File: src/rtl/t02_load_store_unit.sv
// ============================================================================
// Module   : t02_load_store_unit
// Brief    : Multi-cycle load/store unit: one byte-laned bus access per memory
//            instruction, stalling the core, with extended load write-back.
// Revision : 1.0 - initial release
// ============================================================================
`default_nettype none

module t02_load_store_unit (
  input  logic        clk,
  input  logic        nRST,
  input  logic        mem_read,
  input  logic        mem_write,
  input  logic [2:0]  funct3,
  input  logic [31:0] addr,
  input  logic [31:0] store_data,
  input  logic [4:0]  rd,
  input  logic [31:0] bus_rdata,
  input  logic        bus_busy,
  output logic [31:0] bus_addr,
  output logic [31:0] bus_wdata,
  output logic [3:0]  bus_sel,
  output logic        bus_read,
  output logic        bus_write,
  output logic        stall,
  output logic        reg_write,
  output logic [4:0]  write_index,
  output logic [31:0] write_data,
  output logic        mem_fault
);

  typedef enum logic [1:0] {IDLE = 2'd0, REQUEST = 2'd1, WAIT = 2'd2, DONE = 2'd3} state_t;

  state_t      r_state, w_next;
  logic [31:0] r_addr;
  logic [2:0]  r_funct3;
  logic [4:0]  r_rd;
  logic [31:0] r_wdata;
  logic        r_is_load;
  logic [31:0] r_rdata;

  logic        w_req, w_legal, w_aligned, w_accept;
  logic [7:0]  w_byte;
  logic [15:0] w_half;
  logic [31:0] w_load_val;

  // Gating with nRST keeps every output at zero while reset is held.
  assign w_req = nRST & (mem_read | mem_write);

  always_comb begin
    w_legal = 1'b0;
    if (mem_read) begin
      w_legal = (funct3 == 3'b000) || (funct3 == 3'b001) || (funct3 == 3'b010) ||
                (funct3 == 3'b100) || (funct3 == 3'b101);
    end else begin
      w_legal = (funct3 == 3'b000) || (funct3 == 3'b001) || (funct3 == 3'b010);
    end
    w_aligned = 1'b1;
    if (funct3[1:0] == 2'b01) w_aligned = ~addr[0];
    if (funct3[1:0] == 2'b10) w_aligned = (addr[1:0] == 2'b00);
  end

  assign w_accept = (r_state == IDLE) && w_req && w_legal && w_aligned;

  assign w_byte = r_rdata[{r_addr[1:0], 3'b000} +: 8];
  assign w_half = r_rdata[{r_addr[1], 4'b0000} +: 16];

  always_comb begin
    w_load_val = 32'd0;
    case (r_funct3)
      3'b000:  w_load_val = {{24{w_byte[7]}}, w_byte};
      3'b001:  w_load_val = {{16{w_half[15]}}, w_half};
      3'b010:  w_load_val = r_rdata;
      3'b100:  w_load_val = {24'd0, w_byte};
      3'b101:  w_load_val = {16'd0, w_half};
      default: w_load_val = 32'd0;
    endcase
  end

  always_ff @(posedge clk or negedge nRST) begin
    if (!nRST) begin
      r_state   <= IDLE;
      r_addr    <= 32'd0;
      r_funct3  <= 3'd0;
      r_rd      <= 5'd0;
      r_wdata   <= 32'd0;
      r_is_load <= 1'b0;
      r_rdata   <= 32'd0;
    end else begin
      r_state <= w_next;
      if (w_accept) begin
        r_addr    <= addr;
        r_funct3  <= funct3;
        r_rd      <= rd;
        r_wdata   <= store_data;
        r_is_load <= mem_read;
      end
      if ((r_state == WAIT) && !bus_busy && r_is_load) r_rdata <= bus_rdata;
    end
  end

  always_comb begin
    w_next      = r_state;
    bus_addr    = 32'd0;
    bus_wdata   = 32'd0;
    bus_sel     = 4'd0;
    bus_read    = 1'b0;
    bus_write   = 1'b0;
    stall       = 1'b0;
    reg_write   = 1'b0;
    write_index = 5'd0;
    write_data  = 32'd0;
    mem_fault   = 1'b0;
    case (r_state)
      IDLE: begin
        if (w_accept) begin
          stall  = 1'b1;
          w_next = REQUEST;
        end else if (w_req) begin
          mem_fault = 1'b1;
        end
      end
      REQUEST, WAIT: begin
        stall    = 1'b1;
        bus_addr = {r_addr[31:2], 2'b00};
        if (r_is_load) begin
          bus_sel = 4'b1111;
        end else begin
          case (r_funct3[1:0])
            2'b00: begin
              bus_sel   = 4'b0001 << r_addr[1:0];
              bus_wdata = {4{r_wdata[7:0]}};
            end
            2'b01: begin
              bus_sel   = 4'b0011 << {r_addr[1], 1'b0};
              bus_wdata = {2{r_wdata[15:0]}};
            end
            default: begin
              bus_sel   = 4'b1111;
              bus_wdata = r_wdata;
            end
          endcase
        end
        if (r_state == REQUEST) begin
          bus_read  = r_is_load;
          bus_write = ~r_is_load;
          w_next    = WAIT;
        end else if (!bus_busy) begin
          w_next = DONE;
        end
      end
      DONE: begin
        if (r_is_load && (r_rd != 5'd0)) begin
          reg_write   = 1'b1;
          write_index = r_rd;
          write_data  = w_load_val;
        end
        w_next = IDLE;
      end
      default: w_next = IDLE;
    endcase
  end

endmodule

`default_nettype wire

File: config.mk
export PLATFORM = sky130hd
export DESIGN_NAME = t02_load_store_unit
export DESIGN_NICKNAME = d
export VERILOG_FILES = /design/src/rtl/t02_load_store_unit.sv
export SDC_FILE = /design/constraint.sdc
export NUM_CORES = 1
export LEC_CHECK = 0
export BUFFER_PORTS_ARGS = -buffer_cell sky130_fd_sc_hd__buf_2
export CAP_MARGIN = 20
export CORE_MARGIN = 1.5
export CORE_UTILIZATION = 51
export CTS_BUF_LIST = sky130_fd_sc_hd__clkbuf_2 sky130_fd_sc_hd__clkbuf_4 sky130_fd_sc_hd__clkbuf_8
export DETAILED_ROUTE_END_ITERATION = 10
export PLACE_DENSITY = 0.93
export SLEW_MARGIN = 20
export SYNTH_ARGS = -nofsm -noshare
export SYNTH_HDL_FRONTEND = slang
export SYNTH_SLANG_ARGS = --single-unit
File: constraint.sdc
create_clock -name clk -period 2.6 [get_ports clk]
set_input_delay 0.26 -clock clk [delete_from_list [all_inputs] [get_ports clk]]
set_output_delay 0.26 -clock clk [all_outputs]
set_load 0.005 [all_outputs]
## After elaboration in Yosys (flattened, before gate mapping)

Cells that the tools add are included.

- Flip-flop bits (word level): 107
- Output and inout port bits: 110
- Input port bits: 109
- Logic and storage cells: 80

- Equal/unequal tests: 16
- Shift-type cells: 4
- Bitwise gates (word level): 4
- Multiplexer cells: 30
- Reduce and logical (&&, ||, !) cells: 19

Operators by type and width:

| operator | count |
|---|---|
| two-way mux 32 bit | 5 |
| case mux 32 bit (5 select lines) | 1 |
| case mux 32 bit (2 select lines) | 1 |
| indexed part select 32 x 6 -> 16 bit | 1 |
| indexed part select 32 x 6 -> 8 bit | 1 |
| two-way mux 1 bit | 13 |
| == test 3 bit, second input constant | 4 |
| two-way mux 5 bit | 2 |
| two-way mux 4 bit | 2 |
| case mux 4 bit (2 select lines) | 1 |
| == test 2 x 1 -> 1 bit, second input constant | 3 |
| == test 2 bit, second input constant | 3 |
| == test 3 x 1 -> 1 bit, second input constant | 2 |
| == test 3 x 2 -> 1 bit, second input constant | 2 |
| logical AND 1 bit | 6 |
| zero test 2 bit | 3 |
| zero test 3 bit | 2 |
| two-way mux 2 bit | 3 |
| case mux 2 bit (3 select lines) | 1 |
| nonzero test 5 bit | 1 |
| logical OR 1 bit | 4 |
| << shifter 1 x 2 -> 4 bit, first input constant | 1 |
| << shifter 2 x 2 -> 4 bit, first input constant | 1 |
| != test 3 bit, second input constant | 1 |
| 8 further kinds | 9 |

## Longest topological paths before layout

Gate-level depths: netlist of the first run.

- Depth after elaboration: 10
- Mapped depth: 7
- Depth with buffers taken out: 6

## Worst setup path after synthesis of the first run

No wires, ideal clock.

- Path type: register -> output
- Start point: reg r_funct3[0]
- End point: out write_data[21]
- Stages on the path, launching flop included: 8
- Required time: 2.340 ns
- Arrival time: 1.661 ns
- Path slack: 0.679 ns
- Path buffers: 3
- Cells stage by stage: dfrtp_1 > buf_2 > nor2_2 > nand3b_1 > and2_1 > buf_2 > buf_2 > a21oi_1

- Word-level cells in the longest chain between the ends: 4
- Elaborated cells between the ends (all ways): 8
- Those cells by class: eq/ne: 4; mux: 3; reduce/logical: 1

RTL lines:

| what | line | text |
|---|---|---|
| start: declaration | 36 | `logic [2:0] r_funct3;` |
| start signal: assignment | 93 | `r_funct3 <= funct3;` |
| == test 3 bit (tied with other cells) | 70 | `case (r_funct3)` |
| case mux 32 bit (5 select lines) (*) | 70 |  |
| two-way mux 32 bit (*) | 153 | `if (r_is_load && (r_rd != 5'd0)) begin` |
| two-way mux 32 bit (*) | 114 | `case (r_state)` |
| end: declaration | 28 | `output logic [31:0] write_data,` |

Every way passes the cells marked *; elsewhere a longest branch is shown, timed or not.

## Worst setup path after layout of the first run

- Start point: reg r_funct3[1]
- End point: out write_data[8]

The elaborated chain is that of the path after synthesis.

==> metrics.txt, run 1 <==
Max Slew Vio Count 0; GRT Total Usage 0.255; Final Wtd Congestion 0.895; Peak VDD IR 0.881 mV; Detail Placement HPWL 11.1 mm; FMAX 0.413 GHz; final layout net count 827; routed wire length 15.2 mm; Setup crit start kind flop; P_leak 0.00372 uW; Reg power frac 0.368; DRC Markers 0; status complete, no violations; total grt overflow 0; post-synthesis cell type count 48; highest-count cells in the layout ignoring fill and taps buf_2 (215), dfrtp_1 (107), mux2_4 (68); Yosys Warn Count 0; Num CTS Buffers 9; Syn Inst Count 505; register area share after synthesis 0.453; Max Cap Viol 0; Area growth syn-to-layout 23.3%; Worst Path Max Fanout 10; fin util 0.641; I/O pin cnt 219; H-tree levels 3; switching power share of the total 0.390; Die H 111 um; Seq cells post-synth 107; Layout Cells excl Fill 860; Mapped Area 5920 um^2; Hold/Removal Path Class input pin to flop; post-DR wirelength/cell 17.7 um; final hold viol count 0; area of the multi-input gates 2970 um^2; worst-path cell chain nor3b_2 > buf_4 > o21bai_2 > a22oi_1 > a21oi_1 > buf_2; fillcell total 878; main flop type after synthesis dfrtp_1; vias in the first global route 4752; # diodes 0; clk_skew 0.00577 ns; slowest CP cell dfrtp_1; mean area per synthesized cell 11.7 um^2; sequential standard cell area 2680 um^2; CTS Sinks 107; initial antenna violation count 0; EDFF count, synth 0; Clock power frac 0.117; total iterations of the first detailed-routing run 8; Die W 111 um; WS Path Type flop to output port; Worst setup EP type output port; share of layout cells above drive strength 1 0.485; Clock Tree Root clkbuf_8; critical path's top delay family compound AO/OA/AOI/OAI gates; final setup violating endpoints 0; setup tns final 0 ns; Req. time, crit path 2.34 ns; power per cell area 1190 nW/um^2; combinational share of power 0.515; largest net degree at the start of global routing 108; core area 11400 um^2; RSZ-0062 raised after global routing false; Period minus WS final 2.42 ns; sw power 3390 uW; Crit path largest cell delay 0.50 ns; vias 4735; Worst slew margin 0.585; area post-placement 7080 um^2; initial core utilization 0.520; Async S/R FF share, synth 1.00; CTS tree done; Iter 0 DRT Violations 342; I/O Buffers 216; Clk Latency, worst-skew pair 0.39 ns; DR vias/cell 5.51; Cell Int Power 5310 uW; commonest non-fill, non-tap cell in the layout buf_2; Rows 39; final worst path period share 0.932; die area 12300 um^2; Worst-path clk slew 0.10 ns; CTS Buffer Depth 2; crit path DAT 2.16 ns; worst path buffer plus inverter count 2; placed cell count 845; worst-margin pin slew 0.622 ns; first-pass GRT wire length 24.6 mm; Final Instance Area 7290 um^2; Antenna Nets Post-Route 0
logic make-up (layout without fill, tap and decap cells):
kind of cell	Yosys count	after routing	share of synthesized area
compound gates	79	79	0.0840
fa+ha+maj	4	4	0.00846
buf+inv	41	252	0.0489
flops	107	107	0.453
mux	126	126	0.282
other cells	1	2	0.000634
simple gates	147	147	0.124
power groups by stage:
stage | Combinational [uW] | Sequential, uW | Clock [uW]
3_3_place_gp | 4330 | 3150 | 0
5_1_grt | 4910 | 3320 | 1130
4_1_cts | 4480 | 3190 | 1050
2_1_floorplan | 3120 | 2880 | 0
6_report | 4480 | 3200 | 1020
3_5_place_dp | 4470 | 3190 | 0
metrics by stage:
step | total power [uW] | hold slack, ns | setup WS [ns]
6_report | 8700 | 0.0786 | 0.176
5_1_grt | 9360 | 0.0463 | 0.0115
2_1_floorplan | 6000 | -0.0356 | 0.679
3_3_place_gp | 7490 | 0.433 | 0.444
3_5_place_dp | 7650 | 0.434 | 0.382
4_1_cts | 8720 | 0.00221 | 0.000627
repair_timing:
item                                    4_1_cts  5_1_grt
setup buffers                                 0        0
gates resized for setup                       0        5
endpoints found under the hold margin         0       11
hold buffers                                  0        1
endpoints found under the setup margin        0       31
cells in the mapped netlist (all sizes together) (3+ instances only):
master  count  area (um^2)
mux2      109         1480
dfrtp     107         2680
a21oi      47          235
and2       42          263
nor2       41          156
nand2      40          150
buf        20          210
mux2i      16          160
clkbuf     15         56.3
a222oi      8         80.1
a22oi       7         52.6
and3        6         37.5
inv         6         22.5
nand2b      5         31.3
ha          4         50.1
o21ai       4         20.0
a22o        3         26.3
final timing paths:
path	cells after the start	startpoint	to	slack (ns)
max	6	r_funct3[1]	write_data[8]	0.18
min	2	bus_rdata[15]	r_rdata[15]	0.08
max reg2reg	6	r_state[0]	r_addr[4]	0.36
min reg2reg	1	r_rdata[6]	r_rdata[6]	0.50
max in group asynchronous	3	nRST	r_addr[2]	1.64
min in group asynchronous	3	nRST	r_rdata[11]	0.54
layer usage:
metal,vias to the layer above,GRT usage,share of wire
li1,2181,-,-
met1,2267,0.318,0.41
met2,252,0.419,0.48
met3,35,0.0815,0.083
met4,0,0.0897,0.025
met5,-,0,0
layout make-up:
cell class	instances	share of cell area
Multi-Input combinational cell	358	0.407
Sequential cell	107	0.367
Timing Repair Buffer	232	0.172
Tap cell	143	0.0245
Clock buffer	10	0.0189
Clock inverter	4	0.00721
Inverter	6	0.00309
sequential cells by signal, indices dropped and copies added (netlist names):
register and cells:
r_state 2, r_addr 32, r_rdata 32, r_funct3 3
r_is_load 1, r_wdata 32, r_rd 5
Power figures use the tool's default switching activity.
==> run 2, diff against run 1 <==
Clock period 2.6 ns to 2.4 ns, I/O delays scaled along.
==> run 2 against run 1 <==
Effect of this change: the run now ends with negative hold slack left; global-route usage rose by 0.065 points; largest cell class unchanged; routed wire length increased by 2.2%; first-iteration DRC count increased by 34%; clock skew rose by 0.014 ns; count of clock-buffer cells in the layout is 1 higher; critical path depth is 1 higher; utilization is 0.61 points higher; die area unchanged; sequential share of layout area fell by 0.31 points; non-clock buffer count rose by 5; worst setup slack lost 0.040 ns; register-to-register slack got worse by 0.07 ns.
==> metrics.txt, run 2 (synthesis gave the netlist of run 1 again) <==
area of the multi-input gates 2980 um^2 (was 2970 um^2); worst-margin pin slew 0.619 ns (was 0.622 ns); slowest CP cell dfrtp_2 (was dfrtp_1); Clk Latency, worst-skew pair 0.38 ns (was 0.39 ns); final worst path period share 0.943; sequential standard cell area 2680 um^2 (about the same); Max Cap Viol 0 (unchanged); vias in the first global route 4823 (was 4752); CTS tree done (unchanged); initial core utilization 0.520 (unchanged); WS Path Type flop to output port (unchanged); total grt overflow 0 (unchanged); Rows 39 (unchanged); die area 12300 um^2 (unchanged); share of layout cells above drive strength 1 0.495 (was 0.485); biggest regs r_addr (32), r_rdata (32), r_wdata (32) (unchanged); gr busiest metal met2 (unchanged); RSZ-0062 raised after global routing false (unchanged); FMAX 0.442 GHz; Detail Placement HPWL 11.2 mm (was 11.1 mm); crit-path most repeated cell buf_4; Iter 0 DRT Violations 457 (was 342); H-tree levels 3 (unchanged); Crit path largest cell delay 0.45 ns (was 0.50 ns); P_leak 0.00376 uW (was 0.00372 uW); CTS Buffer Depth 2 (unchanged); M1 GR Usage 0.323 (was 0.318); vias 4744 (was 4735); CTS Sinks 107 (unchanged); Worst Path Max Fanout 16 (was 10); Antenna Nets Post-Route 0 (unchanged); initial antenna violation count 0 (unchanged); final setup violating endpoints 0 (unchanged); Worst slew margin 0.583 (was 0.585); Peak VDD IR 0.716 mV (was 0.881 mV); Final Wtd Congestion 0.893 (was 0.895); power per cell area 1310 nW/um^2 (was 1190 nW/um^2); largest net degree at the start of global routing 108 (unchanged); fin util 0.648 (was 0.641); failing checks negative hold slack; post-DR wirelength/cell 17.9 um (was 17.7 um); Min Hold Slack -0.0303 ns (was 0.0786 ns); crit path DAT 2.02 ns (was 2.16 ns); I/O Buffers 216 (unchanged); Die H 111 um (unchanged); DR vias/cell 5.48 (was 5.51); Clock Tree Root clkbuf_8 (unchanged); Die W 111 um (unchanged); worst-path cell chain buf_4 > mux2_1 > nand3_1 > and2_1 > buf_4 > a21oi_1 > buf_2 (was nor3b_2 > buf_4 > o21bai_2 > a22oi_1 > a21oi_1 > buf_2); DRC Markers 0 (unchanged); routed wire length 15.5 mm (was 15.2 mm); final hold viol count 21 (was 0); Max Slew Vio Count 0 (unchanged); I/O pin cnt 219 (unchanged); met3 Track Usage GR 0.0733 (was 0.0815); final layout net count 832 (was 827); Worst-path clk slew 0.11 ns (was 0.10 ns); Setup crit start kind flop (unchanged); fillcell total 919 (was 878); Req. time, crit path 2.16 ns (was 2.34 ns); Period minus WS final 2.26 ns; setup tns final 0 ns (unchanged); highest-count cells in the layout ignoring fill and taps buf_2 (215), dfrtp_1 (105), mux2_4 (68) (was buf_2 (215), dfrtp_1 (107), mux2_4 (68)); Post-CTS Hold Fix Bufs 0 (unchanged); # diodes 0 (unchanged); total iterations of the first detailed-routing run 5 (was 8); commonest non-fill, non-tap cell in the layout buf_2 (unchanged); Num CTS Buffers 9 (unchanged); core area 11400 um^2 (unchanged); status finished with violations (was complete, no violations); clk_skew 0.0196 ns (was 0.00577 ns); first-pass GRT wire length 24.9 mm (was 24.6 mm); Area growth syn-to-layout 24.5% (was 23.3%); met2 usage 0.431 (was 0.419); GRT Total Usage 0.256 (was 0.255); Worst setup EP type output port (unchanged); Hold/Removal Path Class input pin to asynchronous set/reset pin (was input pin to flop)
==> run 2: changes by cell type in the layout (fill, tap and decap cells not counted), sizes merged <==
cell | previous run | this run
clkbuf | 10 | 11
bufinv | 1 | 2
clkinvlp | 3 | 1
dlygate4sd3 | 1 | 0
clkinv | 0 | 1
buf | 231 | 237
==> run 2: per-stage QoR <==
stage	std cells	total power [uW]	hold WS (ns)	instance area (um^2)	setup slack, ns
floorplan	506	6500	-0.0556	5920	0.499
global placement	850	8190	0.421	7110	0.396
detailed placement	850	8380	0.431	7110	0.308
CTS	865	9630	0.00778	7320	0.0392
global route	866	10400	0.0159	7360	0.00282
finish	866	9670	-0.0303	7360	0.136
==> run 2: power breakdown <==
| group | switching, uW | internal [uW] | total [uW] | leakage [uW] |
|---|---|---|---|---|
| Combinational | 2360 | 2660 | 5030 | 0.00232 |
| Sequential | 758 | 2670 | 3430 | 0.00133 |
| Clock | 604 | 608 | 1210 | 0.000106 |
==> run 2: cell type report <==
class,instances,area share
multi-input combinational,358,0.405
sequential,107,0.364
timing repair buffer,237,0.174
inverter,6,0.00306
clock buffer,11,0.0189
tap,143,0.0243
clock inverter,4,0.0104
==> run 2: worst paths after layout <==
kind,startpoint,end,slack [ns],cells after the start
setup reg to reg,r_state[0],r_wdata[1],0.29,6
setup / recovery,r_addr[1],write_data[20],0.14,7
max in group asynchronous,nRST,r_addr[1],1.94,2
hold / removal,nRST,r_rdata[11],-0.03,2
min in group clk,bus_rdata[30],r_rdata[30],0.08,2
hold reg to reg,r_addr[28],r_addr[28],0.51,1
==> run 2: repair_timing <==
action	CTS	global route
endpoints found under the setup margin	5	33
endpoints found under the hold margin	0	0
setup buffers	0	1
resized for setup	1	9
==> run 2: worst max-delay path: cells and delay by family, from the launching register on <==
kind | cells | cell delay (ns)
DFF | 1 | 0.45
muxes | 1 | 0.34
and+or+nand+nor | 2 | 0.20
buffers and inverters | 3 | 0.54
AOI/OAI and AO/OA | 1 | 0.11
==> run 2: per-layer routing <==
metal,vias to the layer above,routed length (um)
met1,2314,6430
met5,-,0
li1,2188,-
met3,30,1050
met4,0,338
met2,212,7680
